**config.mk**
```make
export PLATFORM = sky130hd
export DESIGN_NAME = alu
export DESIGN_NICKNAME = d
export VERILOG_FILES = /design/src/rtl/alu.sv
export SDC_FILE = /design/constraint.sdc
export NUM_CORES = 1
export LEC_CHECK = 0
export BUFFER_PORTS_ARGS = -buffer_cell sky130_fd_sc_hd__buf_2
export CORE_MARGIN = 1
export CORE_UTILIZATION = 35
export DETAILED_ROUTE_END_ITERATION = 6
export PLACE_DENSITY = 0.63
export RECOVER_POWER = 25
export SETUP_SLACK_MARGIN = 0.1
export SYNTH_ARGS = -nofsm -noshare
export SYNTH_HDL_FRONTEND = slang
export SYNTH_SLANG_ARGS = --single-unit
```
**constraint.sdc**
```tcl
create_clock -name elk -period 1.8 [get_ports elk]
set_input_delay 0.45 -clock elk [delete_from_list [all_inputs] [get_ports elk]]
set_output_delay 0.45 -clock elk [all_outputs]
set_load 0.03 [all_outputs]
```
**src/rtl/alu.sv**
```systemverilog
// ---------------------------------------------------------------------------
// alu -- single-cycle registered arithmetic/logic unit.
//
// The operands and the op select are sampled on each rising edge of elk.
// The result and all flags are registered on that same edge. The outputs
// hold their values between edges, whatever the inputs do.
//
// Ports
//   elk  in   1      clock, rising edge
//   rst  in   1      asynchronous active-high reset; clears res/z/c/v
//   opA  in   WIDTH  operand A (two's complement)
//   opB  in   WIDTH  operand B (two's complement, unused by NOT)
//   sel  in   3      op select: ADD, SUB, AND, OR, NOT A, XOR; 110/111 reserved
//   res  out  WIDTH  registered result
//   z    out  1      registered zero flag (res == 0)
//   c    out  1      registered carry (ADD carry out, SUB no-borrow)
//   v    out  1      registered signed-overflow flag (ADD/SUB only)
// ---------------------------------------------------------------------------
module alu #(
   parameter int unsigned WIDTH = 32
) (
   input  logic             elk,
   input  logic             rst,
   input  logic [WIDTH-1:0] opA,
   input  logic [WIDTH-1:0] opB,
   input  logic [2:0]       sel,
   output logic [WIDTH-1:0] res,
   output logic             z,
   output logic             c,
   output logic             v
);

   typedef enum logic [2:0] {
      OP_ADD  = 3'b000,
      OP_SUB  = 3'b001,
      OP_AND  = 3'b010,
      OP_OR   = 3'b011,
      OP_NOT  = 3'b100,
      OP_XOR  = 3'b101,
      OP_RSV6 = 3'b110,
      OP_RSV7 = 3'b111
   } op_t;

   op_t              op;
   logic [WIDTH-1:0] addend;
   logic [WIDTH:0]   sum;
   logic [WIDTH-1:0] res_next;
   logic             c_next;
   logic             v_next;

   assign op = op_t'(sel);

   // ADD and SUB share one adder. SUB is computed as A + ~B + 1, so the
   // carry out of the top bit reads directly as "no borrow".
   always_comb begin
      addend = (op == OP_SUB) ? ~opB : opB;
      sum    = {1'b0, opA} + {1'b0, addend} + {{WIDTH{1'b0}}, (op == OP_SUB)};
   end

   always_comb begin
      res_next = '0;
      c_next   = 1'b0;
      v_next   = 1'b0;
      unique case (op)
         OP_ADD: begin
            res_next = sum[WIDTH-1:0];
            c_next   = sum[WIDTH];
            v_next   = (opA[WIDTH-1] == opB[WIDTH-1]) &&
                       (sum[WIDTH-1] != opA[WIDTH-1]);
         end
         OP_SUB: begin
            res_next = sum[WIDTH-1:0];
            c_next   = sum[WIDTH];
            v_next   = (opA[WIDTH-1] != opB[WIDTH-1]) &&
                       (sum[WIDTH-1] != opA[WIDTH-1]);
         end
         OP_AND:  res_next = opA & opB;
         OP_OR:   res_next = opA | opB;
         OP_NOT:  res_next = ~opA;
         OP_XOR:  res_next = opA ^ opB;
         OP_RSV6, OP_RSV7: res_next = '0;
         default: res_next = '0;
      endcase
   end

   always_ff @(posedge elk or posedge rst) begin
      if (rst) begin
         res <= '0;
         z   <= 1'b0;
         c   <= 1'b0;
         v   <= 1'b0;
      end else begin
         res <= res_next;
         z   <= (res_next == '0);
         c   <= c_next;
         v   <= v_next;
      end
   end

endmodule

```
# Word level (Yosys, flattened, before mapping)
# Index checks and enable logic that the tools add are counted.
# classes
add_sub_neg	2
n_eq_ne	10
n_mux	4
bitwise	5
n_reduce_logical	6
# op_table
cell	count
32-bit case mux with 6 select lines	1
32-bit inverter	2
32-bit by 32-bit adder with 33-bit output	1
33-bit by 1-bit adder with 33-bit output	1
32-bit AND	1
32-bit logical NOT	1
32-bit two-way mux	1
32-bit bitwise OR	1
32-bit XOR	1
3-bit equality test, second input constant	4
3-bit by 2-bit equality test with 1-bit output, second input constant	2
2-bit OR reduction	2
3-bit by 1-bit equality test with 1-bit output, second input constant	1
3-bit logical NOT	1
1-bit logical AND	2
1-bit != test	2
1-bit case mux with 2 select lines	1
1-bit equality test	1
1-bit two-way mux	1
# word_totals
ff_bits	35
inputBits	69
out_inout_bits	35
elab_cells	31

# Depth between registers and ports, before layout
# Gate-level depths: netlist (run 1).
# depth
word_depth	7
depth_mapped	24
mapped_depth_nobuf	15

# Worst setup path after synthesis (run 1)
# Ideal clock, no wire load.
# synth_timing
kind	in2reg
from	in sel[0]
to	reg z
arrival_ns	6.334
required_time_ns	1.704
setup_slack_ns	-4.630
cell_stages	22
cell_sequence	buf_6 > clkbuf_1 > buf_2 > buf_2 > buf_1 > buf_1 > clkbuf_1 > and2_1 > clkbuf_1 > buf_1 > mux2i_1 > fa_1 > nand3b_1 > and4_2 > or3_4 > or4_1 > or4_1 > or4_1 > nor3_2 > nand4_1 > or4_1 > nor4_2
# synth_between
elab_chain_len	6
elab_cells_between_ends	15
# synth_rtl
item	line_no	text
from (decl)	26	input logic [2:0] sel,
3-bit by 1-bit equality test with 1-bit output	56, 57, 64	
32-bit two-way mux	56	addend = (op == OP_SUB) ? ~opB : opB;
32-bit by 32-bit adder with 33-bit output	57	sum = {1'b0, opA} + {1'b0, addend} + {{WIDTH{1'b0}}, (op == OP_SUB)};
33-bit by 1-bit adder with 33-bit output	57	
32-bit case mux with 6 select lines (*)	64	unique case (op)
net res_next[4]	47	logic [WIDTH-1:0] res_next;
32-bit logical NOT (*)	94	z <= (res_next == '0);
to (signal assigned)	94	
to (decl)	28	output logic z,
# The timed path passes the listed nets; every way through them passes the cells marked *.

# Worst setup path in the final report (run 1)
# layout_timing
from	in sel[2]
to	reg z
# The elaborated chain is that of the path after synthesis.

==> qor.yml, run 1 <==
run_status: "finished, violations left"
violations: "negative setup slack"
synth_xor_area_frac: 0.0754
yosys_register_bits: 35
diodes: 0
clockBufferDepth: 2
numClockSinks: 35
irDropWorstVdd_mv: 0.583
num_rows: 46
htreeDepth: 2
synth_top_family_by_area: "compound AO/OA/AOI/OAI gates"
synth_top_cell_by_area: "ha_1"
drtIter0Drc: 660
worst_slew_pin_slew_ps: 892
fmax_mhz: 224
period_share: 2.48
synth_fp_nets: 923
yosysWarnings: 0
place.gp.congestion: 0.944
grt_max_degree: 69
synth_area_leaders: "ha_1, dfrtp_1, xnor2_1"
fin_crit_ps: 4460
cts_made_buffers: 5
seqCellArea_sq_um: 876
slowest_stage: "or4_2"
dieHeight_microns: 130
crit_type: "in2reg"
cp-start-kind: "input port"
async_reset_ff_frac: 1.00
synth_mux_area_frac: 0.0215
crit_chain: "buf_8 -> nor2_4 -> and2_4 -> buf_6 -> buf_8 -> buf_16 -> xnor2_1 -> ha_1 -> buf_6 -> nand4_1 -> nor2_1 -> o21ai_2 -> a21oi_4 -> o22ai_2 -> xnor2_1 -> a221o_2 -> or4_2 -> or4_1 -> nor4_2"
ys_seq_area_frac: 0.154
grtUsageTotal: 0.254
synth_cells: 755
setup_tns_ps: -40770
leakage_nw: 4.88
route.detailed.drc: 0
portBuffers: 103
syn_to_final_growth_pct: 78.3
setup_ws_ps: -2660
hp-class: "in2async"
ant_nets: 0
slowest_delay_ps: 650
syn_area_per_cell_sq_um: 7.54
start_util: 0.358
pin_count: 104
placed_cell_area_sq_um: 8330
coreArea_sq_um: 15900
grt_setup_unrepaired: "true"
die_w_microns: 130
overflow: 0
grt_pass1_wl_microns: 33100
final_nets: 1291
drv_cap: 0
routed_wl_microns: 24400
most-common-layout-cells: "buf_4, buf_2, ha_1, inv_1, nand2_1"
slew_viol_final: 0
grt_pass1_vias: 6552
drive_gt1_frac: 0.519
finalNonFillerCells: 1340
drt-pass1-iter-count: 7
avgRoutedWirePerCell_microns: 18.2
synth_flop_cell: "dfrtp_1"
arrival_ps: 4670
design_area_sq_um: 10100
max_slew_margin: 0.405
ctsHoldBuffers: 0
dp_slack_ps: -2760
hold_viol: 0
via_per_inst: 5.47
dieArea_sq_um: 16800
vias: 7324
synth_cell_type_count: 79
required_ps: 2000
dpl.cell_count: 1284
cts_root_buffer: "clkbuf_16"
cts_tree: "built"
powerDensity_nw_per_um2: 572
cp_max_fo: 6
setup_viol: 33
end_kind: "flop"
antenna_found_initial: 0
synth-edff-count: 0
netlist_area_sq_um: 5690
multi_input_area_sq_um: 5460
dp_hpwl_microns: 15900
n_fill_cell: 1245
synth_compound_area_frac: 0.250
final_common_cell: "buf_4"
synth.top_cell.area_share: 0.215
clkSlewWorstSetupHoldPaths_ps: 70
synth_fa_ha_area_frac: 0.219
synthSimpleGateAreaFrac: 0.190
final timing paths:
| path | start | endpoint | cells past startpoint |
|---|---|---|---|
| max in group asynchronous | rst | res[27] | 3 |
| worst min-delay path | rst | res[3] | 3 |
| min in group elk | opA[31] | c | 4 |
| worst max-delay path | sel[2] | z | 19 |
sequential cells by signal (all words and copies together), names as in the netlist:
name,cells
z,1
res,32
v,1
c,1
power breakdown:
part / total [mW] / switching (mW) / internal [mW]
clock: 0.840 / 0.335 / 0.505
combinational: 4.05 / 2.11 / 1.94
sequential: 0.920 / 0.0264 / 0.894
total: 5.81 / 2.47 / 3.33
synthesized netlist by cell type, types with 6 or more instances:
| master | n |
|---|---|
| a31oi_1 | 10 |
| nand2_1 | 67 |
| xnor2_1 | 40 |
| a21oi_1 | 60 |
| dfrtp_1 | 35 |
| ha_1 | 98 |
| a211oi_1 | 24 |
| nor2b_1 | 6 |
| and2_1 | 6 |
| buf_1 | 6 |
| nor3_1 | 9 |
| a21o_1 | 6 |
| o211ai_1 | 10 |
| nor2_1 | 61 |
| inv_1 | 77 |
| xor2_1 | 9 |
| o21ai_1 | 16 |
| mux2i_1 | 10 |
| nand3_1 | 9 |
| nand4_1 | 15 |
| o21ai_0 | 43 |
| clkbuf_1 | 27 |
critical path: cells and delay by family:
kind	cells	cell delay (ps)
buf+inv	5	610
xor+xnor	2	200
compound gates	4	820
fa+ha+maj	1	340
simple gates	7	2210
metrics by stage:
stage                     total power [mW]   util  hold WS [ps]
after floorplan                       2.59      -           604
after global placement                3.88  0.525           561
after detailed placement              3.91  0.525           570
after CTS                             5.28  0.602           272
after global routing                  6.08  0.639           515
final                                 5.81  0.639           422
routing by layer:
metal,share of wire,up-vias,GRT usage
li1,-,3419,-
met5,0,-,0
met2,0.46,392,0.415
met3,0.082,90,0.0367
met4,0.038,0,0.0732
met1,0.42,3423,0.346
cells by family (layout without fill, tap and decap cells):
kind of cell | count (synthesis) | in the layout
AOI/OAI and AO/OA | 222 | 222
and+or+nand+nor | 216 | 216
buffers and inverters | 123 | 492
adders and majority gates | 99 | 99
xor gates and xnor gates | 49 | 49
DFF | 35 | 35
muxes | 11 | 11
layout make-up:
cell class / instances / area share
clock buffer: 5 / 0.0123
clock inverter: 3 / 0.00148
inverter: 79 / 0.0292
multi-input combinational: 597 / 0.538
sequential: 35 / 0.0863
tap: 216 / 0.0266
timing repair buffer: 405 / 0.306
what timing repair did:
| action | 4_1_cts | 5_1_grt |
|---|---|---|
| cloned | 1 | 0 |
| setup endpoints to repair | 34 | 35 |
| resized for setup | 157 | 88 |
| pin swaps | 68 | 71 |
| setup buffers | 40 | 31 |
(Power assumes the default switching activity.)
==> run 2, diff against run 1 <==
Settings changed: PLACE_DENSITY 0.63 to unset.
==> qor.yml, run 2 (same netlist as run 1, synthesis figures left out) <==
coreArea_sq_um: 15900
sw_frac_of_total: 0.410
cts_tree: "built"
n_fill_cell: 1230
dp_hpwl_microns: 15700
cts_made_buffers: 5
via_per_inst: 5.44
portBuffers: 103
fin_util: 0.660
overflow: 0
num_rows: 46
die_w_microns: 130
drt-pass1-iter-count: 5
required_ps: 1990
violations: "negative setup slack"
syn_to_final_growth_pct: 84.1
slew_viol_final: 0
htreeDepth: 2
cp-start-kind: "input port"
dieHeight_microns: 130
clkSlewWorstSetupHoldPaths_ps: 60
route.detailed.drc: 0
drive_gt1_frac: 0.530
cp_max_fo: 6
comb_power_share: 0.690
p_sw_mw: 2.51
setup_viol: 33
drv_cap: 0
avgRoutedWirePerCell_microns: 17.8
power.total_mw: 6.11
crit_type: "in2reg"
drtIter0Drc: 608
final_common_cell: "buf_4"
cts_root_buffer: "clkbuf_16"
grt_pass1_wl_microns: 33200
place.gp.congestion: 0.966
worst_slew_pin_slew_ps: 825
ant_nets: 0
clockBufferDepth: 2
grt_pass1_vias: 6458
powerDensity_nw_per_um2: 583
end_kind: "flop"
antenna_found_initial: 0
arrival_ps: 4450
grtUsageTotal: 0.253
power.share.clock: 0.160
fmax_mhz: 235
most-common-layout-cells: "buf_4, buf_2, ha_1, inv_1, buf_6"
dp_slack_ps: -2810
largest_reg_flops: 32
dieArea_sq_um: 16800
routed_wl_microns: 24200
diodes: 0
top_register: "res"
numClockSinks: 35
final_nets: 1310
run_status: "finished, violations left"
start_util: 0.358
period_share: 2.36
irDropWorstVdd_mv: 0.521
grt_max_degree: 67
fin_crit_ps: 4250
hold_viol: 0
max_slew_margin: 0.450
grt_setup_unrepaired: "true"
seqPwrFrac: 0.151
setup_ws_ps: -2450
pin_count: 104
vias: 7389
p_int_mw: 3.60
leakage_nw: 5.02
hp-class: "in2async"
-- run 2: cell count changes in the layout (fill, tap and decap cells not counted), moves of 3 or more --
cell	before	now
or4_1	5	2
a21oi_2	16	12
xnor2_4	7	10
buf_12	7	4
buf_6	47	63
or4_4	1	5
nor2_1	53	49
buf_4	244	250
nand2_1	58	61
xnor2_1	23	18
-- run 2: path summary, 6_finish.rpt --
path / from / end / slack, ps / depth (start not counted)
hold / removal: rst / res[4] / 400 / 3
max in group asynchronous: rst / res[25] / 880 / 3
setup / recovery: sel[2] / z / -2450 / 21
min in group elk: opA[26] / z / 670 / 5
-- run 2: metal layers --
layer	up-vias	part of all wire	wire length, microns	track usage
met3	70	0.085	2060	0.0239
li1	3454	-	-	-
met5	-	0	0	0
met4	0	0.030	733	0.0561
met1	3507	0.43	10500	0.368
met2	358	0.45	10900	0.403
-- run 2: final cells by class --
cell class / count / area, sq um / area share
multi-input combinational: 597 / 5580 / 0.533
inverter: 79 / 297 / 0.0283
sequential: 35 / 876 / 0.0836
clock buffer: 5 / 125 / 0.0119
tap: 216 / 270 / 0.0258
clock inverter: 3 / 43.8 / 0.00418
timing repair buffer: 424 / 3290 / 0.314
-- run 2: repair_timing --
action | CTS | global route
endpoints found under the setup margin | 34 | 35
pin swaps | 72 | 67
resized for setup | 145 | 121
hold buffers | 0 | 0
gates cloned | 1 | 0
buffers inserted | 59 | 37
hold endpoints to repair | 0 | 0
-- run 2: critical path, stage by stage --
cell and delay, ps:
buf_6 80, nor2_4 30, and2_4 170, buf_12 150, buf_6 120, buf_12 130
buf_6 110, buf_8 110, xnor2_4 150, ha_4 240, buf_6 130, a21oi_2 150
o211ai_1 190, a31oi_4 270, nand3_2 120, a31oi_4 230, xnor2_1 120, a221o_2 370
or4_4 450, or4_4 530, nor4_2 130
-- run 2: metrics by stage --
stage	instances	area [sq um]	TNS, ps	hold slack (ps)
3_3_place_gp	1265	8220	-47070	560
4_1_cts	1326	9540	-36250	268
3_5_place_dp	1265	8220	-49030	566
2_1_floorplan	755	5960	-59350	604
6_report	1359	10500	-42710	403
5_1_grt	1359	10500	-45530	514
-- run 2: power groups by stage --
stage / Clock [mW] / Sequential [mW] / Combinational, mW
finish: 0.976 / 0.921 / 4.21
global route: 1.02 / 0.934 / 4.46
CTS: 0.996 / 0.922 / 3.56
detailed placement: 0 / 0.935 / 2.93
global placement: 0 / 0.936 / 2.91
floorplan: 0 / 1.16 / 1.43
